--- src/rtl/seqdet_pkg.sv ---
// Shared types and constants for the sequence detector and its stimulus serializer.
// The serializer's optional parity bit is controlled by the SEQDET_SER_PARITY_EN macro.
package seqdet_pkg;

    localparam int SEQDET_WIDTH = 8;

    typedef enum logic [1:0] {
        S_IDLE   = 2'd0,
        S_SHIFT  = 2'd1,
        S_PARITY = 2'd2,
        S_GAP    = 2'd3
    } seqdet_ser_state_e;

endpackage

--- src/rtl/seqdet_stim_serializer_if.sv ---
// Word handshake plus serial output bundle between a stimulus source and the serializer.
// The master side supplies words and watches the serial line; the slave side is the serializer.
interface seqdet_stim_serializer_if
    import seqdet_pkg::*;
#(
    parameter int WIDTH = SEQDET_WIDTH
);
    logic [WIDTH-1:0] in_data;
    logic             in_valid;
    logic             in_ready;
    logic             t;
    logic             t_valid;
    logic             busy;
    logic             word_done;

    modport master (
        output in_data, in_valid,
        input  in_ready, t, t_valid, busy, word_done
    );

    modport slave (
        input  in_data, in_valid,
        output in_ready, t, t_valid, busy, word_done
    );
endinterface

--- src/rtl/seqdet_bit_timer.sv ---
// Bit-period prescaler: counts 0..BIT_CYCLES-1 and flags the final clock of each bit.
// bit_end_o describes the current clock, bit_end_next_o the clock after the coming edge,
// which lets the parent register outputs that must line up with the last clock of a bit.
module seqdet_bit_timer
    import seqdet_pkg::*;
#(
    parameter int BIT_CYCLES = 1
) (
    input  logic clk,
    input  logic rst_n,
    input  logic clear_i,
    input  logic en_i,
    output logic bit_end_o,
    output logic bit_end_next_o
);
    localparam int CW = (BIT_CYCLES > 1) ? $clog2(BIT_CYCLES) : 1;
    localparam logic [CW-1:0] LAST = CW'(BIT_CYCLES - 1);

    logic [CW-1:0] count_q;
    logic [CW-1:0] count_d;

    // Next count: a load restarts the bit, otherwise wrap at the end of each bit period.
    always_comb begin
        count_d = count_q;
        if (clear_i) begin
            count_d = '0;
        end else if (en_i) begin
            count_d = (count_q == LAST) ? '0 : count_q + 1'b1;
        end
    end

    // Count register with synchronous active-low clear.
    always_ff @(posedge clk) begin
        if (!rst_n) begin
            count_q <= '0;
        end else begin
            count_q <= count_d;
        end
    end

    assign bit_end_o      = (count_q == LAST);
    assign bit_end_next_o = (count_d == LAST);
endmodule

--- src/rtl/seqdet_stim_serializer.sv ---
// Parallel-to-serial stimulus stage feeding the Moore sequence detector, MSB first.
// Define SEQDET_SER_PARITY_EN to append an even parity bit after bit 0 of every word.
module seqdet_stim_serializer
    import seqdet_pkg::*;
#(
    parameter int WIDTH      = SEQDET_WIDTH,
    parameter int BIT_CYCLES = 1,
    parameter int GAP        = 0
) (
    input  logic clk,
    input  logic rst_n,
    seqdet_stim_serializer_if.slave bus
);
    localparam int IW = $clog2(WIDTH);
    localparam int GW = (GAP > 0) ? $clog2(GAP + 1) : 1;
    localparam logic [GW-1:0] GAP_LAST = (GAP > 0) ? GW'(GAP - 1) : '0;
    localparam logic [IW-1:0] IDX_MSB  = IW'(WIDTH - 1);

    seqdet_ser_state_e state_q, state_d;
    logic [WIDTH-1:0]  shreg_q, shreg_d;
    logic [IW-1:0]     idx_q, idx_d;
    logic [GW-1:0]     gap_q, gap_d;
    logic              t_q, t_d;
    logic              t_valid_q, t_valid_d;
    logic              busy_q, busy_d;
    logic              word_done_q, word_done_d;

    logic bit_end;
    logic bit_end_next;
    logic last_final;
    logic ready;
    logic xfer;

    seqdet_bit_timer #(
        .BIT_CYCLES (BIT_CYCLES)
    ) u_bit_timer (
        .clk            (clk),
        .rst_n          (rst_n),
        .clear_i        (xfer),
        .en_i           (state_q != S_IDLE),
        .bit_end_o      (bit_end),
        .bit_end_next_o (bit_end_next)
    );

`ifdef SEQDET_SER_PARITY_EN
    assign last_final = bit_end && (state_q == S_PARITY);
`else
    assign last_final = bit_end && (state_q == S_SHIFT) && (idx_q == '0);
`endif

    // With no gap the source may hand over the next word in the last clock of the current one.
    assign ready = rst_n && ((state_q == S_IDLE) || ((GAP == 0) && last_final));
    assign xfer  = bus.in_valid && ready;

    // Next-state and next-output decode; outputs are computed from next values so they register cleanly.
    always_comb begin
        state_d     = state_q;
        shreg_d     = shreg_q;
        idx_d       = idx_q;
        gap_d       = gap_q;
        t_d         = 1'b0;
        t_valid_d   = 1'b0;
        word_done_d = 1'b0;

        case (state_q)
            S_IDLE: begin
                state_d = S_IDLE;
            end
            S_SHIFT: begin
                if (bit_end) begin
                    if (idx_q != '0) begin
                        idx_d = idx_q - 1'b1;
                    end else begin
`ifdef SEQDET_SER_PARITY_EN
                        state_d = S_PARITY;
`else
                        if (GAP > 0) begin
                            state_d = S_GAP;
                            gap_d   = '0;
                        end else begin
                            state_d = S_IDLE;
                        end
`endif
                    end
                end
            end
`ifdef SEQDET_SER_PARITY_EN
            S_PARITY: begin
                if (bit_end) begin
                    if (GAP > 0) begin
                        state_d = S_GAP;
                        gap_d   = '0;
                    end else begin
                        state_d = S_IDLE;
                    end
                end
            end
`endif
            S_GAP: begin
                if (bit_end) begin
                    if (gap_q == GAP_LAST) begin
                        state_d = S_IDLE;
                    end else begin
                        gap_d = gap_q + 1'b1;
                    end
                end
            end
            default: begin
                state_d = S_IDLE;
            end
        endcase

        if (xfer) begin
            state_d = S_SHIFT;
            shreg_d = bus.in_data;
            idx_d   = IDX_MSB;
        end

        case (state_d)
            S_SHIFT: begin
                t_d       = shreg_d[idx_d];
                t_valid_d = 1'b1;
            end
`ifdef SEQDET_SER_PARITY_EN
            S_PARITY: begin
                t_d       = ^shreg_d;
                t_valid_d = 1'b1;
            end
`endif
            default: begin
                t_d       = 1'b0;
                t_valid_d = 1'b0;
            end
        endcase

`ifdef SEQDET_SER_PARITY_EN
        word_done_d = bit_end_next && (state_d == S_PARITY);
`else
        word_done_d = bit_end_next && (state_d == S_SHIFT) && (idx_d == '0);
`endif
    end

    assign busy_d = (state_d != S_IDLE);

    // State, datapath and registered outputs with synchronous active-low reset aborting any word.
    always_ff @(posedge clk) begin
        if (!rst_n) begin
            state_q     <= S_IDLE;
            shreg_q     <= '0;
            idx_q       <= '0;
            gap_q       <= '0;
            t_q         <= 1'b0;
            t_valid_q   <= 1'b0;
            busy_q      <= 1'b0;
            word_done_q <= 1'b0;
        end else begin
            state_q     <= state_d;
            shreg_q     <= shreg_d;
            idx_q       <= idx_d;
            gap_q       <= gap_d;
            t_q         <= t_d;
            t_valid_q   <= t_valid_d;
            busy_q      <= busy_d;
            word_done_q <= word_done_d;
        end
    end

    assign bus.in_ready  = ready;
    assign bus.t         = t_q;
    assign bus.t_valid   = t_valid_q;
    assign bus.busy      = busy_q;
    assign bus.word_done = word_done_q;
endmodule
--- src/flat_wrapper.sv ---
// flat-port wrapper written by rule: the top's interface ports become plain ports
module seqdet_stim_serializer_flat import seqdet_pkg::*;
#(
    parameter int WIDTH      = SEQDET_WIDTH,
    parameter int BIT_CYCLES = 1,
    parameter int GAP        = 0
)
  (clk, rst_n, bus_in_data, bus_in_valid, bus_in_ready, bus_t, bus_t_valid, bus_busy, bus_word_done);
  seqdet_stim_serializer_if #(.WIDTH(WIDTH)) bus_i ();
  input  logic clk;
  input  logic rst_n;
  input wire logic [$bits(bus_i.in_data)-1:0] bus_in_data;
  input wire logic [$bits(bus_i.in_valid)-1:0] bus_in_valid;
  output wire logic [$bits(bus_i.in_ready)-1:0] bus_in_ready;
  output wire logic [$bits(bus_i.t)-1:0] bus_t;
  output wire logic [$bits(bus_i.t_valid)-1:0] bus_t_valid;
  output wire logic [$bits(bus_i.busy)-1:0] bus_busy;
  output wire logic [$bits(bus_i.word_done)-1:0] bus_word_done;
  assign bus_i.in_data = bus_in_data;
  assign bus_i.in_valid = bus_in_valid;
  assign bus_in_ready = bus_i.in_ready;
  assign bus_t = bus_i.t;
  assign bus_t_valid = bus_i.t_valid;
  assign bus_busy = bus_i.busy;
  assign bus_word_done = bus_i.word_done;
  seqdet_stim_serializer #(.WIDTH(WIDTH), .BIT_CYCLES(BIT_CYCLES), .GAP(GAP)) u_core (.clk(clk), .rst_n(rst_n), .bus(bus_i));
endmodule
--- config.mk ---
export PLATFORM = sky130hd
export DESIGN_NAME = seqdet_stim_serializer_flat
export DESIGN_NICKNAME = d
export VERILOG_FILES = /design/src/rtl/seqdet_pkg.sv /design/src/rtl/seqdet_stim_serializer_if.sv /design/src/rtl/seqdet_bit_timer.sv /design/src/rtl/seqdet_stim_serializer.sv /design/src/flat_wrapper.sv
export SDC_FILE = /design/constraint.sdc
export NUM_CORES = 1
export LEC_CHECK = 0
export BUFFER_PORTS_ARGS = -buffer_cell sky130_fd_sc_hd__buf_2
export CAP_MARGIN = 10
export CORE_MARGIN = 2
export CORE_UTILIZATION = 50
export CTS_CLUSTER_DIAMETER = 30
export DETAILED_ROUTE_END_ITERATION = 16
export PLACE_DENSITY = 0.71
export SLEW_MARGIN = 20
export SYNTH_ARGS = -nofsm -noshare
export SYNTH_HDL_FRONTEND = slang
export SYNTH_SLANG_ARGS = --single-unit
--- constraint.sdc ---
create_clock -name clk -period 4.9 [get_ports clk]
set_input_delay 0.735 -clock clk [delete_from_list [all_inputs] [get_ports clk]]
set_output_delay 0.735 -clock clk [all_outputs]
set_load 0.02 [all_outputs]
* Yosys cells after proc, flatten, opt, wreduce, memory -nomap -nowiden *
Index checks and enable logic that the tools add are counted.

cells by class
  equal/unequal tests = 3
  $add $sub $neg = 3
  order comparisons = 1
  mux-type cells = 18
  reductions and logical operators = 15
  bitwise logic cells = 2

operator list
  operator             number
  $mux 3               4
  $mux 2               5
  $mux 8               1
  $logic_and 1x1->1    6
  $logic_not 3->1      2
  $mux 1               6
  $eq 2x1->1 const B   2
  $lt 3x4->1 const B   1
  $pmux 2 s2           1
  $reduce_and 2->1     2
  $reduce_bool 2->1    2
  $bmux 1 s3           1
  $reduce_bool 3->1    1
  $sub 3x1->3 const B  1
  $add 1x1->1 const B  2
  $eq 2x2->1 const B   1
  $logic_not 2->1      1
  $not 1->1            2
  $logic_or 1x1->1     1

storage, ports and cells
  register bits after elaboration = 19
  input port bits = 11
  output and inout port bits = 5
  logic and storage cells = 51

* Longest topological paths before layout *
Gate-level depths: netlist of run 1.

  word-level depth = 10
  depth in mapped cells = 8
  depth with buffers taken out = 7

* Hierarchy *
Synthesis of run 1 repeated with hierarchy kept, for this count alone.

unflattened totals
  cells, all modules = 105
  area total of the unflattened synthesis = 1023.5 µm²

by module, submodules not included
  module                  sequential area each (µm²)  area each (µm²)  cells each  instances
  seqdet_stim_serializer  340.3                       980.9            101         1
  seqdet_bit_timer        20.0                        42.5             4           1

* Worst setup path after synthesis of run 1 *
No wires, ideal clock.

  path type = register to output
  from = reg u_core.idx_q[0]
  to = out bus_in_ready
  arrival = 1.173 ns
  slack = 2.992 ns
  stages on the path, launching flop included = 6
  required time = 4.165 ns
  path buffers = 0
  cells stage by stage = dfxtp_1 > inv_1 > ha_1 > nand2b_2 > o21ai_2 > and2_1

between the ends
  cells in the longest elaborated chain, start to end = 4

RTL lines
  what                      RTL line                       text
  start: declaration        seqdet_stim_serializer.sv:21   logic [IW-1:0] idx_q, idx_d;
  start signal: assignment  seqdet_stim_serializer.sv:159  idx_q <= idx_d;
  $logic_not 3->1           seqdet_stim_serializer.sv:48   assign last_final = bit_end && (state_q == S_SHIFT) && (idx_q == '0);
  $logic_and 1x1->1         seqdet_stim_serializer.sv:48
  $logic_or 1x1->1          seqdet_stim_serializer.sv:52   assign ready = rst_n && ((state_q == S_IDLE) || ((GAP == 0) && last_final));
  $logic_and 1x1->1         seqdet_stim_serializer.sv:52
  end: declaration          flat_wrapper.sv:14             output wire logic [$bits(bus_i.in_ready)-1:0] bus_in_ready;

Every way passes these cells.

* Final worst setup path of run 1 *
Ends and elaborated chain as after synthesis.

==> impl_metrics.py, run 1 <==
metrics = {
    "outcome": {
        "status": "complete, no violations",
    },
    "worst_hold_path": {
        "hold_path_depth": 2,
        "hold_path_class": "reg2reg",
    },
    "logic_synthesis": {
        "synth_top_area_share_pct": 41.0,
        "synth_nets": 111,
        "yosysTopAreaCell": "dfxtp_1",
        "netlist_top_cells_count": "24 x nand2_1, 18 x dfxtp_1, 8 x a21boi_0",
        "synth_ff_type": "dfxtp_1",
        "async_flop_share_pct": 0,
        "yosysSeqAreaShare_pct": 41.0,
        "yosysUniqueCellTypes": 32,
        "syn_inst": 98,
        "ys.warnings.count": 0,
        "syn_area_um2": 880,
        "synth_seq_cells": 18,
        "synth_most_common_cell": "nand2_1",
        "syn_avg_cell_area_um2": 8.98,
        "synth_edf_count": 0,
        "synth_area_leaders": "dfxtp_1 41%, nand2_1 10%, a21boi_0 6.8%, mux2i_1 5.7%, mux4_1 3.0%",
    },
    "power_and_ir_drop": {
        "ir_drop_v": 0.000179,
        "p_leak_nw": 0.422,
        "power_w": 0.000332,
        "pwr_density_cell_nw_per_um2": 333,
    },
    "sta": {
        "setup-tns-final_ns": 0,
        "clock_skew_ns": 0.00277,
        "setup_ws_ns": 2.51,
        "worst-slew-pin-transition_ns": 0.380,
        "max_freq_mhz": 419,
        "slew-limit-headroom_pct": 74.6,
        "rsz0062_at_grt": "no",
        "maxSlewViolCount": 0,
        "hold_viol_final": 0,
        "period_minus_slack_ns": 2.39,
        "setup_viol_count_final": 0,
        "fin_crit_sh_pct": 48.8,
    },
    "layout": {
        "instances_no_fill": 131,
        "area_growth_pct": 13.2,
        "num-fill-cells": 152,
        "layout-drive-gt1-share_pct": 23.7,
        "final_core_util_pct": 59.0,
        "layout.nets": 128,
        "antenna_cells": 0,
    },
    "die": {
        "fp.coreArea_um2": 1690,
        "start_util_pct": 52.1,
        "die_h_um": 45.9,
        "fp.dieW_um": 45.9,
        "pin_count": 16,
        "placementRows": 15,
        "die_area_um2": 2110,
    },
    "clock_tree": {
        "numCtsBuffers": 3,
        "post_cts_resized": 0,
        "clock_path_buffers": 2,
        "cts_sinks": 18,
        "cts_tree": "built",
        "holdBufCountCts": 0,
        "cts-root-buf": "clkbuf_4",
        "clkSlewWorstSetupHoldPaths_ns": 0.10,
        "post-cts-setup-buffer-count": 0,
        "cts_max_level": 1,
        "clk-insertion-delay-late_ns": 0.29,
    },
    "drt": {
        "drc": 0,
        "dr.pass1.iters": 4,
        "first_iter_violations": 16,
        "viasPerCell": 5.33,
        "wirelength_mm": 1.58,
        "wl_per_cell_um": 12.0,
        "vias": 698,
        "postRouteAntennaNets": 0,
    },
    "worst_setup_path": {
        "cp-end-kind": "output pin",
        "worstSetupPathType": "reg2out",
        "worstPathMaxFanout": 5,
        "required_ns": 4.16,
        "critPathLaunchType": "register",
        "crit_arrival_ns": 1.65,
        "r2r_cells": 7,
    },
    "placement": {
        "preCtsSetupSlack_ns": 2.65,
        "dp_cells": 127,
        "io_buffers": 15,
        "gp_congestion": 0.765,
    },
    "grt": {
        "track_usage_pct": 18.8,
        "antenna_found_initial": 0,
        "grt_max_degree": 16,
        "grt_overflow": 0,
        "grt_pass1_wl_mm": 2.82,
        "grt_pass1_vias": 655,
    },
    "job": {
        "cap_violations": 0,
    },
}
worst max-delay path, stage by stage, from the launching register on:
cell and delay (ns):
dfxtp_1 0.38, inv_1 0.18, ha_1 0.22, nand2b_2 0.09, o21ai_2 0.20, and2_1 0.15
buf_2 0.15
power breakdown:
| part | total [W] | internal [W] | switching (W) |
|---|---|---|---|
| combinational | 0.0000754 | 0.0000348 | 0.0000406 |
| sequential | 0.000166 | 0.000157 | 0.00000899 |
| clock | 0.0000907 | 0.0000452 | 0.0000455 |
| total | 0.000332 | 0.000237 | 0.0000951 |
stage by stage:
step | area [um^2] | hold WS [ns]
final | 996 | 0.482
after global routing | 996 | 0.513
after CTS | 996 | 0.490
after detailed placement | 960 | 0.475
after global placement | 960 | 0.464
after floorplan | 880 | 0.443
routing by layer:
metal | track usage [%] | part of all wire, %
met4 | 8.57 | 1.4
met3 | 4.76 | 4.1
met1 | 23.4 | 44
met5 | 0 | 0
met2 | 30.0 | 51
sequential cells by signal, summed over array words and instances (netlist names):
signal                      count
u_core.shreg_q                  8
u_core.bus.t_valid              1
u_core.idx_q                    3
u_core.state_q                  2
u_core.bus.word_done            1
u_core.bus.busy                 1
u_core.u_bit_timer.count_q      1
u_core.bus.t                    1
cell families (layout without fill, tap and decap cells):
kind of cell / after synthesis / in the layout / share of synthesized area (%)
AOI/OAI and AO/OA: 18 / 18 / 15.2
xor gates and xnor gates: 1 / 1 / 0.996
adders and majority gates: 2 / 2 / 2.84
buffers and inverters: 6 / 22 / 3.13
DFF: 18 / 18 / 41.0
muxes: 7 / 7 / 11.2
and+or+nand+nor: 46 / 46 / 25.6
placed cells by master (no fill, tap or decap):
master	count
nand2_1	24
dfxtp_1	18
buf_2	15
a21boi_0	8
mux2i_1	5
and2_1	4
nor2_1	4
nand3_1	4
inv_1	3
clkbuf_4	3
and3_1	2
a21boi_1	2
o21ai_0	2
ha_1	2
nand2b_2	1
o21ai_2	1
nor2b_2	1
nand3_2	1
nor4_1	1
nor2_2	1
a21oi_2	1
mux4_2	1
or3_1	1
mux4_1	1
o2111ai_1	1
a31oi_1	1
nor2b_1	1
a211o_1	1
xnor2_1	1
nor3_2	1
o21a_1	1
clkbuf_8	1
final timing paths:
kind	startpoint	endpoint	slack (ns)
max	u_core.idx_q[0]	bus_in_ready	2.51
min	u_core.shreg_q[0]	u_core.shreg_q[0]	0.48
min reg2reg	u_core.shreg_q[0]	u_core.shreg_q[0]	0.48
max reg2reg	u_core.idx_q[0]	u_core.idx_q[1]	3.00
area by class of cell:
type	count	area (um^2)	share of cell area, %
Inverter	3	11.3	1.13
Clock buffer	4	36.3	3.64
Timing Repair Buffer	15	75.1	7.54
Sequential cell	18	360	36.2
Multi-Input combinational cell	74	492	49.4
Tap cell	17	21.3	2.14
No activity file was read; power rests on OpenSTA's default activity.
==> run 2: changes to the inputs <==
Settings changed: ABC_AREA set to 1, PLACE_DENSITY 0.71 to 0.7.
Clock period 4.9 ns to 2.5 ns, I/O delays scaled along.
==> impl_metrics.py, run 2 <==
metrics = {
    "outcome": {
        "status": "complete, no violations",
    },
    "layout": {
        "largest_register_ffs": 8,
        "design_area_um2": 1030,
        "final_common_cell": "nand2_1",
        "antenna_cells": 0,
        "layout.nets": 167,
        "area_growth_pct": 12.4,
        "num-fill-cells": 178,
        "instances_no_fill": 177,
        "layout-drive-gt1-share_pct": 17.8,
        "final_cell_mix": "34 x nand2_1, 28 x inv_1, 19 x nor2_1, 18 x dfxtp_1, 15 x buf_2",
        "final_core_util_pct": 59.7,
        "top_register": "u_core.shreg_q",
        "largest_registers": "u_core.shreg_q (8), u_core.idx_q (3), u_core.state_q (2)",
    },
    "logic_synthesis": {
        "netlist_top_cells_count": "34 x nand2_1, 28 x inv_1, 19 x nor2_1",
        "synth_ff_type": "dfxtp_1",
        "yosysSeqAreaShare_pct": 39.3,
        "syn_area_um2": 917,
        "synth_top_area_share_pct": 39.3,
        "synth_seq_cells": 18,
        "synth_most_common_cell": "nand2_1",
        "yosysUniqueCellTypes": 18,
        "async_flop_share_pct": 0,
        "syn_avg_cell_area_um2": 6.74,
        "synth_edf_count": 0,
        "synth_nets": 149,
        "synth_area_leaders": "dfxtp_1 39%, nand2_1 14%, inv_1 11%, nor2_1 7.8%, nand3_1 4.9%",
        "syn_inst": 136,
        "ys.warnings.count": 0,
        "yosysTopAreaCell": "dfxtp_1",
    },
    "clock_tree": {
        "clk-insertion-delay-late_ns": 0.30,
        "clock_path_buffers": 2,
        "cts-root-buf": "clkbuf_4",
        "cts_tree": "built",
        "cts_max_level": 1,
        "clkSlewWorstSetupHoldPaths_ns": 0.09,
        "holdBufCountCts": 0,
        "post_cts_resized": 0,
        "numCtsBuffers": 3,
        "post-cts-setup-buffer-count": 0,
        "cts_sinks": 18,
    },
    "sta": {
        "rsz0062_at_grt": "no",
        "setup-tns-final_ns": 0,
        "max_freq_mhz": 521,
        "fin_crit_sh_pct": 76.8,
        "clock_skew_ns": 0.00134,
        "slew-limit-headroom_pct": 71.0,
        "worst-slew-pin-transition_ns": 0.434,
        "setup_viol_count_final": 0,
        "hold_viol_final": 0,
        "maxSlewViolCount": 0,
        "period_minus_slack_ns": 1.92,
    },
    "placement": {
        "hpwl_mm": 1.28,
        "dpl_cell_area_um2": 1010,
        "gp_congestion": 0.814,
        "dp_cells": 174,
        "io_buffers": 15,
    },
    "worst_setup_path": {
        "critPathMostFrequentCell": "nand2_1",
        "cp_top_family": "simple AND/OR/NAND/NOR gates",
        "rr_startpoint": "u_core.idx_q[0]",
        "worstSetupPathType": "reg2reg",
        "r2r_cells": 12,
        "critPathLaunchType": "register",
        "path_cells": "inv_1 > ha_1 > nand2_2 > nand2_1 > nand3_4 > nand2_1 > nor2_1 > inv_1 > nand3_1 > nand3_1 > nand2_1 > nor2_1",
        "cp.buffers_inverters": 2,
        "cp-end-kind": "register",
        "worstPathMaxFanout": 18,
        "cpMaxStageDelayCell": "dfxtp_1",
        "cpPeakStageDelay_ns": 0.33,
        "reg2reg_slack_ns": 0.58,
        "r2r-end": "u_core.bus.t",
        "required_ns": 2.70,
        "crit_arrival_ns": 2.12,
    },
    "die": {
        "pin_count": 16,
        "fp.coreArea_um2": 1730,
        "fp.dieW_um": 46.8,
        "placementRows": 15,
        "die_area_um2": 2190,
        "start_util_pct": 53.1,
        "die_h_um": 46.8,
    },
    "worst_hold_path": {
        "hold_path_class": "in2reg",
        "hold_path_startpoint": "rst_n",
        "hold_path_depth": 3,
        "holdPathEnd": "u_core.idx_q[0]",
    },
    "drt": {
        "vias": 798,
        "postRouteAntennaNets": 0,
        "wirelength_mm": 1.69,
        "viasPerCell": 4.51,
        "dr.pass1.iters": 4,
        "drc": 0,
        "first_iter_violations": 22,
        "wl_per_cell_um": 9.54,
    },
    "power_and_ir_drop": {
        "power_w": 0.000593,
        "ir_drop_v": 0.000343,
        "p_leak_nw": 0.583,
        "pwr_density_cell_nw_per_um2": 575,
    },
    "grt": {
        "grt_max_degree": 19,
        "antenna_found_initial": 0,
        "track_usage_pct": 18.9,
        "grt_overflow": 0,
        "grt_pass1_wl_mm": 2.84,
        "grt_pass1_vias": 665,
    },
    "job": {
        "cap_violations": 0,
    },
}
[run 2: worst max-delay path by stage]
stage,from,endpoint,depth (start not counted)
6_report,u_core.idx_q[0],u_core.bus.t,12
4_1_cts,u_core.idx_q[0],u_core.bus.t,12
3_3_place_gp,u_core.idx_q[0],u_core.bus.t,12
3_5_place_dp,u_core.idx_q[0],u_core.bus.t,12
2_1_floorplan,u_core.idx_q[0],u_core.bus.t,12
5_1_grt,u_core.idx_q[1],u_core.bus.t,11
[run 2: cells by family (layout without fill, tap and decap cells)]
| logic type | count (synthesis) | count (layout) | share of synthesized area [%] |
|---|---|---|---|
| compound gates | 6 | 6 | 3.55 |
| fa+ha+maj | 2 | 2 | 2.73 |
| buf+inv | 30 | 46 | 13.1 |
| flops | 18 | 18 | 39.3 |
| simple gates | 80 | 80 | 41.3 |
[run 2: per-stage QoR]
stage	setup slack [ns]	hold WS, ns
global route	0.343	0.335
floorplan	0.877	0.451
CTS	0.551	0.326
finish	0.580	0.334
detailed placement	0.597	0.479
global placement	0.640	0.471
[run 2: report_power, final]
part           switching [W]  internal, W
sequential        0.00000641     0.000305
combinational      0.0000907    0.0000497
clock              0.0000848    0.0000563
[run 2: final cells by class]
type / instances / area (um^2) / share of cell area (%)
clock buffers: 3 / 22.5 / 2.18
inverters: 28 / 105 / 10.2
multi-input cells: 88 / 437 / 42.4
flip-flops and latches: 18 / 360 / 35.0
well taps: 25 / 31.3 / 3.03
repair buffers: 15 / 75.1 / 7.28
[run 2: per-layer routing]
layer	GRT usage (%)	up-vias	part of all wire, %
li1	-	451	-
met1	24.5	326	47
met2	27.1	16	46
met3	8.46	5	5.7
met4	7.78	0	1.2
met5	0	-	0
[run 2: worst register-to-register path: stages (launching register included)]
cell	delay, ns
dfxtp_1	0.33
inv_1	0.07
ha_1	0.22
nand2_2	0.10
nand2_1	0.19
nand3_4	0.27
nand2_1	0.08
nor2_1	0.19
inv_1	0.11
nand3_1	0.09
nand3_1	0.07
nand2_1	0.06
nor2_1	0.03
